--- src/rtl/cnn_pkg.sv ---
// Shared CNN datapath constants: memory widths, csel encodings and the
// flatten_l2 state encoding.
package cnn_pkg;

  localparam int DATA_W = 20;
  localparam int ADDR_W = 12;
  localparam int N_PIX  = 1024;
  localparam int IDX_W  = 10;

  localparam logic [2:0] CSEL_L0_K0 = 3'b001;
  localparam logic [2:0] CSEL_L1_K0 = 3'b011;
  localparam logic [2:0] CSEL_L1_K1 = 3'b100;
  localparam logic [2:0] CSEL_L2    = 3'b101;

  typedef enum logic [2:0] {
    S_IDLE = 3'd0,
    S_RD0  = 3'd1,
    S_WR0  = 3'd2,
    S_RD1  = 3'd3,
    S_WR1  = 3'd4,
    S_FIN  = 3'd5
  } flat_state_t;

endpackage

--- src/rtl/flatten_l2_if.sv ---
// Shared cdata memory port: one read channel, one write channel, and a
// select that qualifies whichever strobe is active.
interface flatten_l2_if;
  import cnn_pkg::*;

  logic              crd;
  logic [ADDR_W-1:0] caddr_rd;
  logic [DATA_W-1:0] cdata_rd;
  logic              cwr;
  logic [ADDR_W-1:0] caddr_wr;
  logic [DATA_W-1:0] cdata_wr;
  logic [2:0]        csel;

  modport master (
    output crd, caddr_rd, cwr, caddr_wr, cdata_wr, csel,
    input  cdata_rd
  );

  modport slave (
    input  crd, caddr_rd, cwr, caddr_wr, cdata_wr, csel,
    output cdata_rd
  );

endinterface

--- src/rtl/flatten_l2.sv ---
// Layer-2 flatten: copies layer-1 channels K0/K1 into one interleaved L2
// vector, L2[2i]=K0[i], L2[2i+1]=K1[i], one element pair every 4 cycles.
module flatten_l2
  import cnn_pkg::*;
(
  input  logic         clk,
  input  logic         reset,
  input  logic         start,
  output logic         busy,
  output logic         done,
  output flat_state_t  dbg_state,
  flatten_l2_if.master mem
);

  // Control handshake: start is a level sampled only in S_IDLE (never
  // queued); busy is high from the first read cycle through the last write
  // cycle; done pulses for exactly one cycle once the final element is written.

  localparam logic [IDX_W-1:0] LAST_IDX = IDX_W'(N_PIX - 1);

  flat_state_t       state_q, state_d;
  logic [IDX_W-1:0]  idx_q, idx_d;
  logic [DATA_W-1:0] cap_q, cap_d;

  logic              crd_q, crd_d;
  logic              cwr_q, cwr_d;
  logic [ADDR_W-1:0] caddr_rd_q, caddr_rd_d;
  logic [ADDR_W-1:0] caddr_wr_q, caddr_wr_d;
  logic [2:0]        csel_q, csel_d;
  logic              busy_q, busy_d;
  logic              done_q, done_d;

  always_ff @(posedge clk or negedge reset) begin
    if (!reset) begin
      state_q    <= S_IDLE;
      idx_q      <= '0;
      cap_q      <= '0;
      crd_q      <= 1'b0;
      cwr_q      <= 1'b0;
      caddr_rd_q <= '0;
      caddr_wr_q <= '0;
      csel_q     <= '0;
      busy_q     <= 1'b0;
      done_q     <= 1'b0;
    end else begin
      state_q    <= state_d;
      idx_q      <= idx_d;
      cap_q      <= cap_d;
      crd_q      <= crd_d;
      cwr_q      <= cwr_d;
      caddr_rd_q <= caddr_rd_d;
      caddr_wr_q <= caddr_wr_d;
      csel_q     <= csel_d;
      busy_q     <= busy_d;
      done_q     <= done_d;
    end
  end

  always_comb begin
    state_d    = state_q;
    idx_d      = idx_q;
    cap_d      = cap_q;
    crd_d      = 1'b0;
    cwr_d      = 1'b0;
    caddr_rd_d = caddr_rd_q;
    caddr_wr_d = caddr_wr_q;
    csel_d     = csel_q;
    busy_d     = 1'b0;
    done_d     = 1'b0;

    case (state_q)
      S_IDLE: if (start) state_d = S_RD0;
      S_RD0: begin
        cap_d   = mem.cdata_rd;
        state_d = S_WR0;
      end
      S_WR0: state_d = S_RD1;
      S_RD1: begin
        cap_d   = mem.cdata_rd;
        state_d = S_WR1;
      end
      S_WR1: begin
        if (idx_q == LAST_IDX) begin
          state_d = S_FIN;
        end else begin
          idx_d   = idx_q + 1'b1;
          state_d = S_RD0;
        end
      end
      S_FIN: begin
        idx_d   = '0;
        state_d = S_IDLE;
      end
      default: state_d = S_IDLE;
    endcase

    // Outputs are registered, so they are decoded from the state being
    // entered; csel therefore only moves on the edge that raises its strobe.
    case (state_d)
      S_RD0: begin
        crd_d      = 1'b1;
        csel_d     = CSEL_L1_K0;
        caddr_rd_d = {2'b00, idx_d};
        busy_d     = 1'b1;
      end
      S_WR0: begin
        cwr_d      = 1'b1;
        csel_d     = CSEL_L2;
        caddr_wr_d = {1'b0, idx_d, 1'b0};
        busy_d     = 1'b1;
      end
      S_RD1: begin
        crd_d      = 1'b1;
        csel_d     = CSEL_L1_K1;
        caddr_rd_d = {2'b00, idx_d};
        busy_d     = 1'b1;
      end
      S_WR1: begin
        cwr_d      = 1'b1;
        csel_d     = CSEL_L2;
        caddr_wr_d = {1'b0, idx_d, 1'b1};
        busy_d     = 1'b1;
      end
      S_FIN:   done_d = 1'b1;
      default: ;
    endcase
  end

  assign mem.crd      = crd_q;
  assign mem.cwr      = cwr_q;
  assign mem.caddr_rd = caddr_rd_q;
  assign mem.caddr_wr = caddr_wr_q;
  assign mem.cdata_wr = cap_q;
  assign mem.csel     = csel_q;
  assign busy         = busy_q;
  assign done         = done_q;
  assign dbg_state    = state_q;

endmodule
--- src/flat_wrapper.sv ---
// flat-port wrapper written by rule: the top's interface ports become plain ports
module flatten_l2_flat import cnn_pkg::*;
  (clk, reset, start, busy, done, dbg_state, mem_crd, mem_caddr_rd, mem_cwr, mem_caddr_wr, mem_cdata_wr, mem_csel, mem_cdata_rd);
  flatten_l2_if mem_i ();
  input  logic clk;
  input  logic reset;
  input  logic start;
  output logic busy;
  output logic done;
  output flat_state_t dbg_state;
  output wire logic [$bits(mem_i.crd)-1:0] mem_crd;
  output wire logic [$bits(mem_i.caddr_rd)-1:0] mem_caddr_rd;
  output wire logic [$bits(mem_i.cwr)-1:0] mem_cwr;
  output wire logic [$bits(mem_i.caddr_wr)-1:0] mem_caddr_wr;
  output wire logic [$bits(mem_i.cdata_wr)-1:0] mem_cdata_wr;
  output wire logic [$bits(mem_i.csel)-1:0] mem_csel;
  input wire logic [$bits(mem_i.cdata_rd)-1:0] mem_cdata_rd;
  assign mem_crd = mem_i.crd;
  assign mem_caddr_rd = mem_i.caddr_rd;
  assign mem_cwr = mem_i.cwr;
  assign mem_caddr_wr = mem_i.caddr_wr;
  assign mem_cdata_wr = mem_i.cdata_wr;
  assign mem_csel = mem_i.csel;
  assign mem_i.cdata_rd = mem_cdata_rd;
  flatten_l2 u_core (.clk(clk), .reset(reset), .start(start), .busy(busy), .done(done), .dbg_state(dbg_state), .mem(mem_i));
endmodule
--- config.mk ---
export PLATFORM = sky130hd
export DESIGN_NAME = flatten_l2_flat
export DESIGN_NICKNAME = d
export VERILOG_FILES = /design/src/rtl/cnn_pkg.sv /design/src/rtl/flatten_l2_if.sv /design/src/rtl/flatten_l2.sv /design/src/flat_wrapper.sv
export SDC_FILE = /design/constraint.sdc
export NUM_CORES = 1
export LEC_CHECK = 0
export ABC_AREA = 0
export BUFFER_PORTS_ARGS = -buffer_cell sky130_fd_sc_hd__buf_4
export CELL_PAD_IN_SITES_DETAIL_PLACEMENT = 1
export CELL_PAD_IN_SITES_GLOBAL_PLACEMENT = 1
export CORE_UTILIZATION = 39
export DETAILED_ROUTE_END_ITERATION = 8
export MAX_ROUTING_LAYER = met4
export PLACE_DENSITY_LB_ADDON = 0.1
export SETUP_SLACK_MARGIN = 0.2
export SYNTH_ARGS = -nofsm -noshare
export SYNTH_HDL_FRONTEND = slang
export SYNTH_SLANG_ARGS = --single-unit
--- constraint.sdc ---
create_clock -name clk -period 2.6 [get_ports clk]
set_input_delay 0.13 -clock clk [delete_from_list [all_inputs] [get_ports clk]]
set_output_delay 0.13 -clock clk [all_outputs]
set_load 0.01 [all_outputs]
Word level (Yosys, flattened, before mapping)
Cells that the tools add are included.
W data, S select, Z words.
{"block": "word_totals", "input_bits": 23, "out_inout_bits": 54, "ff_bits": 62, "ram_bits": 0, "latch_bits": 0, "rom_bits": 0, "n_memories": 0}
{"block": "op_classes", "magnitude_cmp": 0, "n_div": 0, "shifts": 0, "add_sub_neg": 1, "bitwise": 0, "mul": 0, "muxes": 11, "eq_ne": 11, "n_reduce_logical": 7}
{"op": "$pmux W12 S2", "count": 1}
{"op": "$pmux W10 S2", "count": 1}
{"op": "$pmux W3 S5", "count": 1}
{"op": "$eq A3 B2 Y1 const B", "count": 4}
{"op": "$eq A3 B3 Y1 const B", "count": 4}
{"op": "$add A10 B1 Y10 const B", "count": 1}
{"op": "$eq A10 B10 Y1 const B", "count": 1}
{"op": "$mux W10", "count": 1}
{"op": "$pmux W3 S3", "count": 1}
{"op": "$eq A3 B1 Y1 const B", "count": 2}
{"op": "$mux W3", "count": 2}
{"op": "$reduce_or A2 Y1", "count": 3}
{"op": "$mux W1", "count": 4}
{"op": "$reduce_or A4 Y1", "count": 1}
{"op": "$logic_not A3 Y1", "count": 1}
{"op": "$reduce_bool A3 Y1", "count": 1}
{"op": "$reduce_bool A2 Y1", "count": 1}

Logic depth before layout (Yosys ltp)
Gate-level depths: netlist (run 1).
{"block": "logic_depth", "word_depth": 6, "ltp_mapped": 8}

Worst setup path after synthesis (run 1)
OpenSTA, ideal clock, no wires.
{"block": "synth_timing", "kind": "reg2reg", "from": "register u_core.idx_q[1]", "to": "register u_core.caddr_rd_q[6], in the netlist u_core.mem.caddr_rd[6]", "setup_time_ns": 0.125, "stages_incl_launch_ff": 9, "setup_slack_ns": 0.713, "synth_period_minus_slack_ns": 1.887, "arrival_time_ns": 1.761, "cell_sequence": "dfrtp_1 -> ha_1 -> and4_1 -> buf_4 -> nand4_4 -> and2_4 -> buf_6 -> buf_8 -> mux2_4"}
{"block": "synth_between", "elab_chain_cells": 5, "elab_cells_between_ends": 9}
{"item": "start, declared", "line_no": "flatten_l2.sv:22", "source": "logic [IDX_W-1:0] idx_q, idx_d;"}
{"item": "start signal, assigned", "line_no": "flatten_l2.sv:47", "source": "idx_q <= idx_d;"}
{"item": "parallel branches: the longest is 5 deep, another holds $add A10 B1 Y10"}
{"item": "end signal, assigned", "line_no": "flatten_l2.sv:51", "source": "caddr_rd_q <= caddr_rd_d;"}
{"item": "end, declared", "line_no": "flatten_l2.sv:27", "source": "logic [ADDR_W-1:0] caddr_rd_q, caddr_rd_d;"}
Parallel ways; which one is timed is not known.
A chain may end at the register's enable or synchronous reset.

Worst setup path in the final report (run 1)
{"block": "layout_timing", "from": "register u_core.idx_q[0]", "to": "register u_core.caddr_rd_q[1], in the netlist u_core.mem.caddr_rd[1]"}
The elaborated chain is that of the path after synthesis.

==> results_tabular.tex, run 1 <==
\begin{tabular}{lr}
\hline
Metric & Value \\
\hline
\multicolumn{2}{l}{\textbf{Placement}} \\
\quad Post-placement cell count & 397 \\
\quad HPWL Detailed & 4640 um \\
\quad Count of input and output buffers & 73 \\
\quad Setup Slack @ Placement & 0.540 ns \\
\quad RD Place Congestion & 0.961 \\
\multicolumn{2}{l}{\textbf{STA}} \\
\quad Maximum clock rate & 0.481 GHz \\
\quad Post-Route Skew & 0.00896 ns \\
\quad Final number of hold-violating endpoints & 0 \\
\quad Worst hold slack & 0.0167 ns \\
\quad Post-route fraction of the period consumed by the critical path & 0.800 \\
\quad Number of max-slew violations in the final report & 0 \\
\quad Slew at the pin with the worst max-slew slack & 0.775 ns \\
\quad RSZ-0062 raised after global routing & false \\
\quad Worst path setup slack after routing & 0.519 ns \\
\quad Tightest slew margin relative to the limit & 0.484 \\
\quad Final worst path period need & 2.08 ns \\
\quad \# setup viols final & 0 \\
\quad Sum of negative setup slack & 0 ns \\
\multicolumn{2}{l}{\textbf{Routing}} \\
\quad Count of TritonRoute iterations in the first routing pass & 6 \\
\quad Via Count & 2,198 \\
\quad Drt total wl & 6980 um \\
\quad Average wire length per cell after detail routing & 16.2 um \\
\quad DRC violation count after routing & 8 \\
\quad Violation count after the first detailed-route iteration & 63 \\
\quad Remaining number of nets flagged by the antenna check after routing & 0 \\
\quad Mean number of vias per cell & 5.10 \\
\multicolumn{2}{l}{\textbf{Global route}} \\
\quad Vias in the first global route & 2,184 \\
\quad Antenna violations before repair & 0 \\
\quad Pin count of the biggest net entering global routing & 62 \\
\quad Wire length of the first global-routing pass & 11,200 um \\
\quad Global router's overall resource usage & 0.211 \\
\quad Total congestion overflow & 0 \\
\multicolumn{2}{l}{\textbf{Floorplanning}} \\
\quad Die W & 84.9 um \\
\quad Die Ht & 84.9 um \\
\quad Core box area & 0.00649 sq mm \\
\quad Starting Density & 0.413 \\
\quad Io pins & 77 \\
\quad Cell row count & 29 \\
\quad Area of the die & 0.00721 sq mm \\
\multicolumn{2}{l}{\textbf{Worst setup path}} \\
\quad WP data required & 2.82 ns \\
\quad Critical path capture point type & flip-flop \\
\quad Setup CP Type & flip-flop to flip-flop \\
\quad CP peak stage delay & 0.46 ns \\
\quad Data arrival time at the worst-slack endpoint & 2.30 ns \\
\quad Family with the most delay on the worst path & simple AND/OR/NAND/NOR gates \\
\quad Total buffers and inverters traversed by the critical path & 0 \\
\quad Maximum fanout along the worst path & 14 \\
\quad Critical-path cell with the highest stage delay & dfrtp\_1 \\
\quad Startpoint types & flip-flop \\
\quad Critical path, cell by cell & ha\_1 > and4\_1 > nand4\_4 > and2\_4 > mux2\_1 \\
\multicolumn{2}{l}{\textbf{Hold path}} \\
\quad Hold Crit Class & primary input to flip-flop \\
\multicolumn{2}{l}{\textbf{Synth}} \\
\quad Number of enable-type register cells in the synthesized netlist & 0 \\
\quad Synth top area cells & dfrtp\_1 (57\%), nand2\_1 (13\%), buf\_4 (1.7\%) \\
\quad Leading register cell type out of synthesis & dfrtp\_1 \\
\quad Area of the mapped netlist & 0.00268 sq mm \\
\quad Flip-flop and latch count after synthesis & 61 \\
\quad Synthesized area per cell & 10.2 sq um \\
\quad Async SR Flop Fraction & 1.00 \\
\quad Number of distinct library cells after synthesis & 54 \\
\quad Yosys top cell area share & 0.569 \\
\quad Library cell occupying the most area in the post-synthesis netlist & dfrtp\_1 \\
\quad Share of the yosys chip area belonging to registers & 0.569 \\
\quad Number of synthesis warnings & 0 \\
\quad Count of mapped cells out of synthesis & 264 \\
\multicolumn{2}{l}{\textbf{Pwr}} \\
\quad Share of total power in sequential cells & 0.388 \\
\quad Internal power & 2.43 mW \\
\quad Total power of the final layout & 3.90 mW \\
\quad NetSw & 1.47 mW \\
\quad Sw frac & 0.377 \\
\quad Peak supply drop & 643 uV \\
\quad Share of total power in combinational logic & 0.394 \\
\quad Clock power frac & 0.218 \\
\quad LEAKAGE & 1.87 nW \\
\quad Power per cell area & 1080 mW/mm\^{}2 \\
\multicolumn{2}{l}{\textbf{Clocking}} \\
\quad TritonCTS clock tree & built \\
\quad CTS H-tree depth & 3 \\
\quad Skew-Pair Late Insertion Delay & 0.34 ns \\
\quad Post-CTS sizing & 0 \\
\quad Buffer levels on the longest clock path & 2 \\
\quad TritonCTS sink count & 61 \\
\quad Clock slew at reported path FFs & 0.07 ns \\
\quad Root buffer cell & clkbuf\_8 \\
\quad Num CTS Buffers & 9 \\
\multicolumn{2}{l}{\textbf{Cells and area}} \\
\quad Fillers & 754 \\
\quad P\&R area growth vs syn & 34.7\% \\
\quad Area of all sequential standard cells & 0.00153 sq mm \\
\quad Top library cells by usage in the layout, fill and taps aside & nand2\_1 (91), buf\_4 (75), dfrtp\_1 (61) \\
\quad Commonest non-fill, non-tap cell in the layout & nand2\_1 \\
\quad Fraction of final layout cells with drive strength greater than 1 & 0.285 \\
\quad NumNets Final & 374 \\
\quad Final non-filler cell total & 431 \\
\quad Antenna diode count & 0 \\
\quad Area of the multi-input gates & 0.00100 sq mm \\
\multicolumn{2}{l}{\textbf{Status}} \\
\quad Violated checks & design-rule violations \\
\quad Result of the run & finished with violations \\
\multicolumn{2}{l}{\textbf{Run}} \\
\quad Reported max-cap violation count & 0 \\
\hline
\end{tabular}
[sequential cells by signal (all words and copies together) (netlist names)]
signal	flops
u_core.mem.crd	1
u_core.idx_q	10
u_core.mem.caddr_wr	11
u_core.mem.csel	3
u_core.dbg_state	3
u_core.mem.cdata_wr	20
u_core.mem.caddr_rd	10
u_core.busy	1
u_core.mem.cwr	1
u_core.done	1
[through the flow]
stage,utilization,cell area [sq um]
6_report,0.556,3610
3_5_place_dp,0.496,3220
5_1_grt,0.556,3610
3_3_place_gp,0.496,3220
4_1_cts,0.556,3610
2_1_floorplan,-,2690
[worst paths after layout]
path / start / cells past startpoint / end / slack [ns]
min in group asynchronous: reset / 2 / u_core.mem.cdata_wr[1]$_DFFE_PN0P_ / 0.41
min: mem_cdata_rd[11] / 3 / u_core.mem.cdata_wr[11]$_DFFE_PN0P_ / 0.02
max in group asynchronous: reset / 2 / u_core.dbg_state[2]$_DFF_PN0_ / 1.67
max reg2reg: u_core.idx_q[0]$_DFF_PN0_ / 5 / u_core.mem.caddr_rd[1]$_DFFE_PN0P_ / 0.52
min reg2reg: u_core.mem.caddr_wr[6]$_DFFE_PN0P_ / 2 / u_core.mem.caddr_wr[6]$_DFFE_PN0P_ / 0.47
max: u_core.idx_q[0]$_DFF_PN0_ / 5 / u_core.mem.caddr_rd[1]$_DFFE_PN0P_ / 0.52
[logic make-up after synthesis]
family / share of synthesized area
AND/OR/NAND/NOR: 0.210
buffers and inverters: 0.0597
multiplexers: 0.0434
flip-flops: 0.569
adder cells (fa/ha/maj): 0.00466
other: 0.00140
AO/OA/AOI/OAI: 0.102
XOR/XNOR: 0.00980
[layout make-up]
type	instances	area share
clock buffers	11	0.0419
clock inverters	4	0.0132
inverters	9	0.00935
multi-input cells	175	0.278
flip-flops and latches	61	0.423
well taps	77	0.0267
repair buffers	94	0.209
[tightest hold or removal path: cells and delay by family]
family	cells	cell delay [ns]
simple gates	2	0.12
buf+inv	1	0.08
[per-layer routing]
layer  up-vias  routed length, um  part of all wire  track usage
met5         -                  0                 0            -
met4         0                130             0.019       0.0986
met3        13                264             0.038       0.0331
met2        66               3350              0.48        0.336
met1      1063               3230              0.46        0.267
li1       1056                  -                 -            -
[cells in the mapped netlist, drive strengths merged, types with 3 or more instances]
cell and number:
dfrtp 61, o31ai 5, o21ai 5, a21oi 8
inv 9, a31oi 3, nand2 91, mux2i 3
mux2 7, nand3 3, nor2 3, buf 14
nand4 4, a211oi 3, clkbuf 7
[timing repair]
action | in CTS | in global routing
hold endpoints to repair | 79 | 0
endpoints found under the setup margin | 0 | 0
hold buffers | 19 | 0
setup buffers | 0 | 0
[power by group through the flow]
stage	logic (mW)	registers, mW	clock network (mW)
CTS	1.56	1.52	0.877
finish	1.54	1.51	0.853
global route	1.69	1.56	0.906
detailed placement	1.53	1.53	0
floorplan	0.829	1.58	0
global placement	1.49	1.52	0
Power figures use the tool's default switching activity.
==> run 2: changes to the inputs <==
==> constraint.sdc (replaced) <==
create_clock -name clk -period 2 [get_ports clk]
set_input_delay 0.1 -clock clk [delete_from_list [all_inputs] [get_ports clk]]
set_output_delay 0.1 -clock clk [all_outputs]
set_load 0.01 [all_outputs]
==> results_tabular.tex, run 2 (same netlist as run 1, synthesis figures left out) <==
\begin{tabular}{lr}
\hline
Metric & Value \\
\hline
\multicolumn{2}{l}{\textbf{Status}} \\
\quad Result of the run & finished with violations \\
\quad Violated checks & design-rule violations \\
\multicolumn{2}{l}{\textbf{Worst setup path}} \\
\quad Startpoint types & flip-flop \\
\quad WP data required & 2.26 ns \\
\quad Critical path capture point type & flip-flop \\
\quad Data arrival time at the worst-slack endpoint & 2.01 ns \\
\quad Setup CP Type & flip-flop to flip-flop \\
\quad Maximum fanout along the worst path & 5 \\
\multicolumn{2}{l}{\textbf{Placement}} \\
\quad HPWL Detailed & 4560 um \\
\quad Setup Slack @ Placement & 0.121 ns \\
\quad RD Place Congestion & 0.938 \\
\quad Area of placed instances & 0.00332 sq mm \\
\quad Count of input and output buffers & 73 \\
\multicolumn{2}{l}{\textbf{Cells and area}} \\
\quad NumNets Final & 397 \\
\quad P\&R area growth vs syn & 41.0\% \\
\quad Fraction of final layout cells with drive strength greater than 1 & 0.339 \\
\quad Top library cells by usage in the layout, fill and taps aside & buf\_4 (96), nand2\_1 (91), dfrtp\_1 (56) \\
\quad Flip-flop count of the largest register after layout & 20 \\
\quad Commonest non-fill, non-tap cell in the layout & buf\_4 \\
\quad Final design area excluding fillers & 0.00378 sq mm \\
\quad Antenna diode count & 0 \\
\multicolumn{2}{l}{\textbf{Global route}} \\
\quad Wire length of the first global-routing pass & 11,600 um \\
\quad Pin count of the biggest net entering global routing & 62 \\
\quad Vias in the first global route & 2,293 \\
\quad Global router's overall resource usage & 0.217 \\
\quad Total congestion overflow & 0 \\
\quad Antenna violations before repair & 0 \\
\multicolumn{2}{l}{\textbf{Pwr}} \\
\quad Share of total power in combinational logic & 0.446 \\
\quad Internal power & 3.16 mW \\
\quad Peak supply drop & 851 uV \\
\quad LEAKAGE & 1.97 nW \\
\quad Share of total power in sequential cells & 0.379 \\
\quad NetSw & 1.94 mW \\
\quad Clock power frac & 0.176 \\
\quad Total power of the final layout & 5.10 mW \\
\quad Power per cell area & 1350 mW/mm\^{}2 \\
\quad Sw frac & 0.380 \\
\multicolumn{2}{l}{\textbf{Floorplanning}} \\
\quad Die W & 84.9 um \\
\quad Io pins & 77 \\
\quad Starting Density & 0.413 \\
\quad Cell row count & 29 \\
\quad Core box area & 0.00649 sq mm \\
\quad Area of the die & 0.00721 sq mm \\
\quad Die Ht & 84.9 um \\
\multicolumn{2}{l}{\textbf{Routing}} \\
\quad Violation count after the first detailed-route iteration & 150 \\
\quad Drt total wl & 7320 um \\
\quad Average wire length per cell after detail routing & 16.1 um \\
\quad Detailed-routed wire length on met3 & 319 um \\
\quad Mean number of vias per cell & 5.03 \\
\quad Met2 wirelength from detailed routing & 3600 um \\
\quad Length of routed wiring on met1 & 3320 um \\
\quad Count of TritonRoute iterations in the first routing pass & 9 \\
\quad DRC violation count after routing & 10 \\
\quad Via Count & 2,288 \\
\quad Top Metal Used & met4 \\
\quad Remaining number of nets flagged by the antenna check after routing & 0 \\
\multicolumn{2}{l}{\textbf{STA}} \\
\quad \# setup viols final & 0 \\
\quad Maximum clock rate & 0.574 GHz \\
\quad Post-route fraction of the period consumed by the critical path & 0.871 \\
\quad Final worst path period need & 1.74 ns \\
\quad Worst path setup slack after routing & 0.257 ns \\
\quad Sum of negative setup slack & 0 ns \\
\quad Worst hold slack & 0.145 ns \\
\quad Post-Route Skew & 0.0101 ns \\
\quad Slew at the pin with the worst max-slew slack & 0.782 ns \\
\quad Number of max-slew violations in the final report & 0 \\
\quad Tightest slew margin relative to the limit & 0.479 \\
\quad Final number of hold-violating endpoints & 0 \\
\quad RSZ-0062 raised after global routing & true \\
\multicolumn{2}{l}{\textbf{Hold path}} \\
\quad Hold Crit Class & primary input to flip-flop \\
\multicolumn{2}{l}{\textbf{Clocking}} \\
\quad CTS H-tree depth & 3 \\
\quad TritonCTS sink count & 61 \\
\quad Num CTS Buffers & 9 \\
\quad Root buffer cell & clkbuf\_8 \\
\quad Buffer levels on the longest clock path & 2 \\
\quad Skew-Pair Late Insertion Delay & 0.34 ns \\
\quad TritonCTS clock tree & built \\
\quad Clock slew at reported path FFs & 0.07 ns \\
\multicolumn{2}{l}{\textbf{Run}} \\
\quad Reported max-cap violation count & 0 \\
\hline
\end{tabular}
run 2: cell count changes in the layout (fill, tap and decap cells not counted), moves of 2 or more:
cell           delta
dfrtp_2           +5
clkbuf_8          -2
clkbuf_1          +5
dfrtp_1           -5
buf_4            +21
dlygate4sd3_1     +2
run 2: critical path, cell delays in order, from the launching register on:
cell,delay (ns)
dfrtp_2,0.45
buf_4,0.16
or4b_1,0.53
nor4_1,0.29
a21oi_2,0.09
mux2i_1,0.14
run 2: routing by layer:
layer	up-vias	track usage
met5	-	-
met4	0	0.0940
met2	52	0.333
li1	1102	-
met3	9	0.0525
met1	1125	0.274
run 2: cell type report:
cell class,count,area [sq um]
Clock buffer,14,143
Clock inverter,2,10.0
Fill cell,714,2710
Inverter,9,33.8
Multi-Input combinational cell,175,1040
Sequential cell,61,1530
Tap cell,77,96.3
Timing Repair Buffer,117,931
run 2: worst paths after layout:
path	from	end	slack, ns	cells past startpoint
worst max-delay path	u_core.dbg_state[0]$_DFF_PN0_	u_core.mem.caddr_rd[9]$_DFFE_PN0P_	0.26	5
worst min-delay path	start	u_core.mem.csel[0]$_DFFE_PN0P_	0.15	4
worst max register to register	u_core.dbg_state[0]$_DFF_PN0_	u_core.mem.caddr_rd[9]$_DFFE_PN0P_	0.26	5
worst min register to register	u_core.mem.cdata_wr[1]$_DFFE_PN0P_	u_core.mem.cdata_wr[1]$_DFFE_PN0P_	0.47	2
max in group asynchronous	reset	u_core.idx_q[0]$_DFF_PN0_	1.05	2
min in group asynchronous	reset	u_core.mem.cdata_wr[19]$_DFFE_PN0P_	0.37	2
run 2: power by group through the flow:
stage                     clock (mW)  sequential, mW  combinational [mW]
after floorplan                    0            2.06                1.08
after global placement             0            1.92                2.08
after detailed placement           0            1.95                2.10
after CTS                      0.929            1.93                2.16
after global routing           0.991            1.98                2.49
final                          0.897            1.93                2.27
run 2: timing repair:
item | CTS | global route
buffers inserted | 0 | 8
endpoints found under the hold margin | 81 | 0
endpoints found under the setup margin | 6 | 11
pin swaps | 0 | 1
hold buffers | 21 | 0
resized for setup | 3 | 10
run 2: stage by stage:
step | instances | util
finish | 455 | 0.582
global route | 455 | 0.582
CTS | 447 | 0.568
detailed placement | 410 | 0.512
global placement | 410 | 0.512
floorplan | 266 | -
==> run 3: changes to the inputs <==
--- a/config.mk
+++ b/config.mk
@@ -7,13 +7,10 @@
 export LEC_CHECK = 0
 export ABC_AREA = 0
 export BUFFER_PORTS_ARGS = -buffer_cell sky130_fd_sc_hd__buf_4
-export CELL_PAD_IN_SITES_DETAIL_PLACEMENT = 1
-export CELL_PAD_IN_SITES_GLOBAL_PLACEMENT = 1
-export CORE_UTILIZATION = 39
+export CORE_UTILIZATION = 51
 export DETAILED_ROUTE_END_ITERATION = 8
 export MAX_ROUTING_LAYER = met4
-export PLACE_DENSITY_LB_ADDON = 0.1
-export SETUP_SLACK_MARGIN = 0.2
+export PLACE_DENSITY = 0.79
 export SYNTH_ARGS = -nofsm -noshare
 export SYNTH_HDL_FRONTEND = slang
 export SYNTH_SLANG_ARGS = --single-unit
==> results_tabular.tex, run 3 (same netlist as run 1, synthesis figures left out) <==
\begin{tabular}{lr}
\hline
Metric & Value \\
\hline
\multicolumn{2}{l}{\textbf{Status}} \\
\quad Result of the run & finished clean \\
\multicolumn{2}{l}{\textbf{Cells and area}} \\
\quad Flip-flop count of the largest register after layout & 20 \\
\quad Final non-filler cell total & 442 \\
\quad Fraction of final layout cells with drive strength greater than 1 & 0.309 \\
\quad Fillers & 381 \\
\quad Area of the multi-input gates & 0.00100 sq mm \\
\quad Top library cells by usage in the layout, fill and taps aside & nand2\_1 (91), buf\_4 (90), dfrtp\_1 (61) \\
\quad Commonest non-fill, non-tap cell in the layout & nand2\_1 \\
\quad Antenna diode count & 0 \\
\quad NumNets Final & 391 \\
\quad Area of all sequential standard cells & 0.00153 sq mm \\
\quad P\&R area growth vs syn & 39.6\% \\
\multicolumn{2}{l}{\textbf{STA}} \\
\quad Final number of hold-violating endpoints & 0 \\
\quad Number of max-slew violations in the final report & 0 \\
\quad Final worst path period need & 1.85 ns \\
\quad \# setup viols final & 0 \\
\quad Post-Route Skew & 0.00763 ns \\
\quad Post-route fraction of the period consumed by the critical path & 0.925 \\
\quad Slew at the pin with the worst max-slew slack & 0.739 ns \\
\quad Worst path setup slack after routing & 0.150 ns \\
\quad RSZ-0062 raised after global routing & false \\
\quad Maximum clock rate & 0.541 GHz \\
\quad Tightest slew margin relative to the limit & 0.507 \\
\quad Sum of negative setup slack & 0 ns \\
\multicolumn{2}{l}{\textbf{Worst setup path}} \\
\quad Total buffers and inverters traversed by the critical path & 0 \\
\quad Setup CP Type & flip-flop to flip-flop \\
\quad Data arrival time at the worst-slack endpoint & 2.06 ns \\
\quad Critical path, cell by cell & ha\_1 > and4\_1 > a311oi\_2 > xor2\_1 > mux2\_1 \\
\quad Maximum fanout along the worst path & 6 \\
\quad Startpoint types & flip-flop \\
\quad Critical-path cell with the highest stage delay & dfrtp\_1 \\
\quad Critical path capture point type & flip-flop \\
\quad Family with the most delay on the worst path & flip-flops \\
\quad Worst reg-to-reg setup slack & 0.15 ns \\
\quad CP peak stage delay & 0.38 ns \\
\quad WP data required & 2.21 ns \\
\multicolumn{2}{l}{\textbf{Clocking}} \\
\quad Buffer levels on the longest clock path & 2 \\
\quad TritonCTS clock tree & built \\
\quad Hold Buf Count CTS & 21 \\
\quad CTS H-tree depth & 3 \\
\quad Post-CTS sizing & 0 \\
\quad TritonCTS sink count & 61 \\
\quad Skew-Pair Late Insertion Delay & 0.33 ns \\
\quad Clock slew at reported path FFs & 0.06 ns \\
\quad Root buffer cell & clkbuf\_8 \\
\quad Number of setup buffers added after CTS & 0 \\
\quad Num CTS Buffers & 9 \\
\multicolumn{2}{l}{\textbf{Routing}} \\
\quad Remaining number of nets flagged by the antenna check after routing & 0 \\
\quad DRC violation count after routing & 0 \\
\quad Average wire length per cell after detail routing & 14.2 um \\
\quad Count of TritonRoute iterations in the first routing pass & 4 \\
\quad Violation count after the first detailed-route iteration & 154 \\
\quad Via Count & 2,227 \\
\quad Drt total wl & 6290 um \\
\quad Mean number of vias per cell & 5.04 \\
\multicolumn{2}{l}{\textbf{Global route}} \\
\quad Antenna violations before repair & 0 \\
\quad Total congestion overflow & 0 \\
\quad Wire length of the first global-routing pass & 9940 um \\
\quad GRT met2 Usage & 0.367 \\
\quad Gr busiest metal & met2 \\
\quad M3 GR Usage & 0.0678 \\
\quad Vias in the first global route & 2,093 \\
\quad Pin count of the biggest net entering global routing & 62 \\
\quad Global router's overall resource usage & 0.249 \\
\quad Met1 routing resource usage after global routing & 0.337 \\
\multicolumn{2}{l}{\textbf{Floorplanning}} \\
\quad Cell row count & 26 \\
\quad Core box area & 0.00507 sq mm \\
\quad Area of the die & 0.00555 sq mm \\
\quad Starting Density & 0.529 \\
\quad Die W & 74.5 um \\
\quad Die Ht & 74.5 um \\
\quad Io pins & 77 \\
\multicolumn{2}{l}{\textbf{Placement}} \\
\quad HPWL Detailed & 4120 um \\
\quad Setup Slack @ Placement & 0.166 ns \\
\quad RD Place Congestion & 0.895 \\
\quad Count of input and output buffers & 73 \\
\quad Post-placement cell count & 405 \\
\multicolumn{2}{l}{\textbf{Pwr}} \\
\quad LEAKAGE & 1.96 nW \\
\quad Peak supply drop & 1210 uV \\
\quad Power per cell area & 1390 mW/mm\^{}2 \\
\multicolumn{2}{l}{\textbf{Hold path}} \\
\quad Hold Crit Class & primary input to flip-flop \\
\multicolumn{2}{l}{\textbf{Run}} \\
\quad Reported max-cap violation count & 0 \\
\hline
\end{tabular}
[run 3: final timing paths]
kind | end | from | cells after the start
max | u_core.mem.caddr_rd[3]$_DFFE_PN0P_ | u_core.idx_q[0]$_DFF_PN0_ | 5
min | u_core.mem.csel[0]$_DFFE_PN0P_ | start | 4
max reg2reg | u_core.mem.caddr_rd[3]$_DFFE_PN0P_ | u_core.idx_q[0]$_DFF_PN0_ | 5
min reg2reg | u_core.mem.caddr_wr[8]$_DFFE_PN0P_ | u_core.mem.caddr_wr[8]$_DFFE_PN0P_ | 2
max in group asynchronous | u_core.dbg_state[2]$_DFF_PN0_ | reset | 2
min in group asynchronous | u_core.mem.cdata_wr[15]$_DFFE_PN0P_ | reset | 2
[run 3: metrics by stage]
stage	hold WS (ns)	util	total power [mW]	area, sq um
global placement	0.208	0.656	3.99	3330
finish	0.126	0.738	5.21	3740
floorplan	-0.196	-	3.13	2690
detailed placement	0.222	0.656	4.03	3330
CTS	0.113	0.738	5.24	3740
global route	0.190	0.738	5.56	3740
[run 3: worst register-to-register path: cells and delay by family, from the launching register on]
family                   cells  cell delay [ns]
multiplexers                 1             0.30
AO/OA/AOI/OAI                1             0.38
AND/OR/NAND/NOR              1             0.32
adder cells (fa/ha/maj)      1             0.25
XOR/XNOR                     1             0.10
flip-flops                   1             0.38
[run 3: report_power, final]
part / total, mW / internal, mW / switching (mW)
Sequential: 1.88 / 1.63 / 0.248
Combinational: 2.18 / 1.02 / 1.16
Clock: 1.15 / 0.696 / 0.453
[run 3: final cells by class]
type                    instances  share of cell area
clock inverters                 5              0.0201
multi-input cells             175               0.268
repair buffers                111               0.237
well taps                      70              0.0234
inverters                       9             0.00902
flip-flops and latches         61               0.408
clock buffers                  11              0.0351
[run 3: routing by layer]
metal	routed length, um	up-vias
met5	0	-
met1	2950	1087
met2	3020	47
li1	-	1088
met3	254	5
met4	70	0
